### config.mk
export PLATFORM = sky130hd
export DESIGN_NAME = mux_arbiter_2to1
export DESIGN_NICKNAME = d
export VERILOG_FILES = /design/src/rtl/arb_pkg.sv /design/src/rtl/arb_burst_counter.sv /design/src/rtl/mux_arbiter_2to1.sv
export SDC_FILE = /design/constraint.sdc
export NUM_CORES = 1
export LEC_CHECK = 0
export BUFFER_PORTS_ARGS = -buffer_cell sky130_fd_sc_hd__buf_2
export CORE_ASPECT_RATIO = 1.25
export CORE_MARGIN = 2
export CORE_UTILIZATION = 43
export DETAILED_ROUTE_END_ITERATION = 10
export PLACE_DENSITY_LB_ADDON = 0.12
export SYNTH_ARGS = -nofsm -noshare
export SYNTH_HDL_FRONTEND = slang
export SYNTH_SLANG_ARGS = --single-unit
### constraint.sdc
create_clock -name clk -period 3 [get_ports clk]
set_input_delay 0.45 -clock clk [delete_from_list [all_inputs] [get_ports clk]]
set_output_delay 0.45 -clock clk [all_outputs]
set_load 0.05 [all_outputs]
### src/rtl/arb_pkg.sv
// Shared types and constants for the 2:1 burst arbiter.
// State encoding, default burst length and stats helpers.
package arb_pkg;

   typedef enum logic [1:0] {
      IDLE   = 2'b00,
      GRANT0 = 2'b01,
      GRANT1 = 2'b10
   } arb_state_e;

   localparam int BURST_LEN_DEF = 4;
   localparam int CNT_W         = 4;
   localparam int STAT_W        = 16;

   function automatic logic [STAT_W-1:0] sat_inc(
      input logic [STAT_W-1:0] v
   );
      return (&v) ? v : v + 1'b1;
   endfunction

endpackage

### src/rtl/arb_burst_counter.sv
// Burst length counter for the 2:1 arbiter.
// Flags the pop that completes a burst and wraps to zero on it.
module arb_burst_counter
   import arb_pkg::*;
#(
   parameter int BURST_LEN = BURST_LEN_DEF
) (
   input  logic clk,
   input  logic reset_L,
   input  logic i_inc,
   input  logic i_clr,
   output logic o_tc
);

   logic [CNT_W-1:0] r_cnt;

   // Terminal when the next pop would bring the count to BURST_LEN
   assign o_tc = (r_cnt == CNT_W'(BURST_LEN - 1));

   always_ff @(posedge clk) begin
      if (!reset_L || i_clr) begin
         r_cnt <= '0;
      end else if (i_inc) begin
         r_cnt <= o_tc ? '0 : r_cnt + 1'b1;
      end
   end

endmodule

### src/rtl/mux_arbiter_2to1.sv
// Two-port burst arbiter feeding a downstream 2:1 mux.
// Define ARB_STATS_EN to add saturating per-port pop counters.
module mux_arbiter_2to1
   import arb_pkg::*;
#(
   parameter int BURST_LEN = BURST_LEN_DEF,
   parameter int WIDTH     = 8
) (
   input  logic             clk,
   input  logic             reset_L,
   input  logic             empty0,
   input  logic             empty1,
   input  logic [WIDTH-1:0] data_in0,
   input  logic [WIDTH-1:0] data_in1,
   input  logic             pause,
   output logic             pop0,
   output logic             pop1,
   output logic             selector,
   output logic [WIDTH-1:0] data_out,
   output logic             valid_bit_out
`ifdef ARB_STATS_EN
   ,
   output logic [STAT_W-1:0] grant_cnt0,
   output logic [STAT_W-1:0] grant_cnt1
`endif
);

   arb_state_e       r_state;
   arb_state_e       w_next;
   logic             r_last;
   logic             w_last_nxt;
   logic             w_clr;
   logic             w_tc;
   logic             w_pop0;
   logic             w_pop1;
   logic             r_sel;
   logic [WIDTH-1:0] r_data;
   logic             r_valid;

   assign w_pop0 = reset_L && (r_state == GRANT0)
                   && !empty0 && !pause;
   assign w_pop1 = reset_L && (r_state == GRANT1)
                   && !empty1 && !pause;

   arb_burst_counter #(
      .BURST_LEN (BURST_LEN)
   ) u_cnt (
      .clk     (clk),
      .reset_L (reset_L),
      .i_inc   (w_pop0 | w_pop1),
      .i_clr   (w_clr),
      .o_tc    (w_tc)
   );

   always_comb begin
      w_next     = r_state;
      w_last_nxt = r_last;
      w_clr      = 1'b0;
      unique case (r_state)
         IDLE: begin
            if (!empty0 && !empty1) begin
               w_next = r_last ? GRANT0 : GRANT1;
            end else if (!empty0) begin
               w_next = GRANT0;
            end else if (!empty1) begin
               w_next = GRANT1;
            end
         end
         GRANT0: begin
            if (empty0) begin
               w_clr      = 1'b1;
               w_last_nxt = 1'b0;
               w_next     = empty1 ? IDLE : GRANT1;
            end else if (w_pop0 && w_tc && !empty1) begin
               w_last_nxt = 1'b0;
               w_next     = GRANT1;
            end
         end
         GRANT1: begin
            if (empty1) begin
               w_clr      = 1'b1;
               w_last_nxt = 1'b1;
               w_next     = empty0 ? IDLE : GRANT0;
            end else if (w_pop1 && w_tc && !empty0) begin
               w_last_nxt = 1'b1;
               w_next     = GRANT0;
            end
         end
         default: begin
            w_next = IDLE;
            w_clr  = 1'b1;
         end
      endcase
   end

   always_ff @(posedge clk) begin
      if (!reset_L) begin
         r_state <= IDLE;
         r_last  <= 1'b1;
      end else begin
         r_state <= w_next;
         r_last  <= w_last_nxt;
      end
   end

   // Selector trails the state register by one cycle, holds in IDLE
   always_ff @(posedge clk) begin
      if (!reset_L) begin
         r_sel <= 1'b0;
      end else if (r_state == GRANT0) begin
         r_sel <= 1'b0;
      end else if (r_state == GRANT1) begin
         r_sel <= 1'b1;
      end
   end

   always_ff @(posedge clk) begin
      if (!reset_L) begin
         r_data  <= '0;
         r_valid <= 1'b0;
      end else begin
         r_valid <= w_pop0 | w_pop1;
         if (w_pop0) begin
            r_data <= data_in0;
         end else if (w_pop1) begin
            r_data <= data_in1;
         end
      end
   end

   assign pop0          = w_pop0;
   assign pop1          = w_pop1;
   assign selector      = r_sel;
   assign data_out      = r_data;
   assign valid_bit_out = r_valid;

`ifdef ARB_STATS_EN
   logic [STAT_W-1:0] r_gc0;
   logic [STAT_W-1:0] r_gc1;

   always_ff @(posedge clk) begin
      if (!reset_L) begin
         r_gc0 <= '0;
         r_gc1 <= '0;
      end else begin
         if (w_pop0) r_gc0 <= sat_inc(r_gc0);
         if (w_pop1) r_gc1 <= sat_inc(r_gc1);
      end
   end

   assign grant_cnt0 = r_gc0;
   assign grant_cnt1 = r_gc1;
`endif

endmodule

==> impl_metrics.py <==
metrics = {
    "run": {
        "drv_cap": 0,
    },
    "hold_path": {
        "hp-class": "in2reg",
    },
    "critical_path": {
        "path_cells": "nand2b_4 > or3_4 > clkinv_4 > buf_2",
        "slowest_stage": "dfxtp_1",
        "start_kind": "flop",
        "critPathRequiredTime_ns": 2.55,
        "endpoint_kind": "output pin",
        "cp_max_fo": 13,
        "path_delay_family": "flip-flops",
        "arrival_ns": 1.75,
        "cp_num_buf_inv": 2,
        "critPathMaxStageDelay_ns": 0.59,
        "critPathKind": "reg2out",
    },
    "sta": {
        "setup_viol": 0,
        "fin_crit_sh_pct": 73.18,
        "maxSlewViolCount": 0,
        "hold_violations": 0,
        "fin_tns_setup_ns": 0,
        "rsz0062_at_grt": "false",
        "worst_slew_pin_slew_ns": 0.4570,
        "fmax_ghz": 0.4555,
        "layout_min_cycle_time_ns": 2.195,
        "clock_skew_ns": 0.003923,
        "slew_headroom_pct": 69.21,
    },
    "logic_synthesis": {
        "synth_top_cells_by_area": "dfxtp_1, mux2i_1, nand2_1",
        "syn_area_per_cell_um2": 9.077,
        "synth-seq-cells": 17,
        "synth_most_common_cell": "dfxtp_1",
        "syn_inst": 102,
        "ys_warn_count": 0,
        "synth_top_area_share_pct": 36.76,
        "async_reset_ff_share_pct": 0,
        "synth_ff_type": "dfxtp_1",
        "ys_seq_area_share_pct": 36.76,
        "synth_top_area_cell": "dfxtp_1",
        "yosys.cell_types.count": 40,
        "synth.net_count": 124,
        "synthesis.area_um2": 925.9,
        "synth_commonest_cells": "dfxtp_1, nand2_1, nor2_1",
        "synth-edff-count": 0,
    },
    "floorplan": {
        "start_util_pct": 46.19,
        "ios": 33,
        "die-area_um2": 2543,
        "design.core.area_um2": 2004,
        "fp.dieW_um": 45.51,
        "die_y_um": 55.88,
        "row_count": 18,
    },
    "power": {
        "powerDensity_nw_per_um2": 400.3,
        "pwr-share-clk_pct": 28.5,
        "power.switching_w": 0.0001259,
        "p_comb_share_pct": 16.5,
        "seqPwrFrac_pct": 55.1,
        "switching_share_pct": 28.84,
        "cell_internal_pwr_w": 0.0003108,
        "irDropWorstVdd_mv": 0.2289,
        "leakage_nw": 0.5177,
    },
    "placed_design": {
        "port_buffers": 32,
        "gp_congestion": 0.7733,
        "dpl.hpwl_um": 1410,
        "place_area_um2": 1064,
    },
    "clocking": {
        "cts_made_buffers": 3,
        "htreeDepth": 1,
        "root_buffer": "clkbuf_4",
        "clkLatencyLatePin_ns": 0.29,
        "cts.path.max_buffers": 2,
        "cts.reportedPaths.clkPinSlew_ns": 0.10,
        "cts.sinks": 17,
        "cts_hold_buf": 0,
        "post_cts_buffers": 0,
        "cts_resized": 0,
        "cts_tree": "done",
    },
    "final_layout": {
        "diodes": 0,
        "finalInstanceArea_um2": 1091,
        "fin_nets": 156,
        "post-route-util_pct": 54.43,
        "final_layout_size_suffix_gt1_share_pct": 36.84,
        "fill_cells": 194,
        "area_growth_pct": 17.84,
    },
    "global_route": {
        "grt_pass1_vias": 738,
        "grtUsageTotal_pct": 16.21,
        "grt_max_degree": 15,
        "grt_pass1_wl_um": 3125,
        "grt-ovfl-total": 0,
        "antenna_found_initial": 0,
    },
    "status": {
        "run_status": "finished, final reports clean",
    },
    "route": {
        "drc": 0,
        "wl_um": 1871,
        "dr.pass1.iters": 4,
        "ant_nets": 0,
        "drt-initial-drc-count": 11,
        "wire_per_inst_um": 12.23,
        "viasPerCell": 5.366,
        "via_count": 821,
    },
}
[area by class of cell]
cell class                      count  area, µm²  area share, %
Multi-Input combinational cell     75      514.2          47.13
Sequential cell                    17      340.3          31.19
Timing Repair Buffer               32      160.2          14.68
Tap cell                           20      25.02          2.294
Inverter                            5      23.77          2.179
Clock buffer                        3      22.52          2.064
Clock inverter                      1      5.005         0.4587
[per-layer routing]
metal	global-route usage [%]	wire, µm	up-vias
li1	-	-	419
met4	7.563	28	0
met5	0	0	-
met1	21.31	814	375
met3	2.597	101	4
met2	24.95	926	23
[registers in the layout (all words and copies together) (netlist names)]
register / flops
selector: 1
r_state: 2
r_last: 1
data_out: 8
valid_bit_out: 1
u_cnt.r_cnt: 4
[worst min-delay path, stage by stage]
cell and delay (ns):
buf_2 0.07, nand2_1 0.05, o21ai_2 0.04
[cells in the final DEF, fill, tap and decap left out, drive strengths merged, types with 3 or more instances in the layout]
cell    instances
dfxtp          17
nor2            7
and2            4
mux2i           6
buf            32
nand2          17
nor3b           4
clkbuf          3
o21ai          11
inv             4
a31oi           4
nand2b          3
[worst paths after layout]
check	start	endpoint	slack [ns]	depth (start not counted)
setup / recovery	r_state[0]	pop0	0.80	4
hold / removal	data_in0[6]	data_out[6]	0.35	3
setup reg to reg	r_state[0]	u_cnt.r_cnt[2]	1.35	4
hold reg to reg	selector	selector	0.48	2
[kinds of logic (layout without fill, tap and decap cells)]
kind of cell / after synthesis / count (layout) / synth area share [%]
xor+xnor: 1 / 1 / 0.9461
simple gates: 38 / 38 / 24.06
mux: 7 / 7 / 7.703
compound gates: 28 / 28 / 21.49
fa+ha+maj: 1 / 1 / 1.351
buf+inv: 10 / 41 / 7.702
flops: 17 / 17 / 36.76
[per-stage QoR]
stage | total power (W) | instances | setup WS (ns) | hold slack [ns]
global route | 0.0004613 | 153 | 0.7007 | 0.3467
global placement | 0.0003169 | 149 | 0.9820 | 0.4656
floorplan | 0.0002950 | 102 | 1.213 | 0.4553
finish | 0.0004367 | 153 | 0.8045 | 0.3484
detailed placement | 0.0003177 | 149 | 0.9456 | 0.4652
CTS | 0.0004433 | 153 | 0.7917 | 0.3408
[power groups by stage]
stage          clock (W)  combinational [W]  sequential (W)
3_5_place_dp           0          0.0000721        0.000246
6_report        0.000124          0.0000720        0.000240
3_3_place_gp           0          0.0000712        0.000246
4_1_cts         0.000130          0.0000726        0.000241
5_1_grt         0.000140          0.0000796        0.000242
2_1_floorplan          0          0.0000370        0.000258
(Power assumes the default switching activity.)
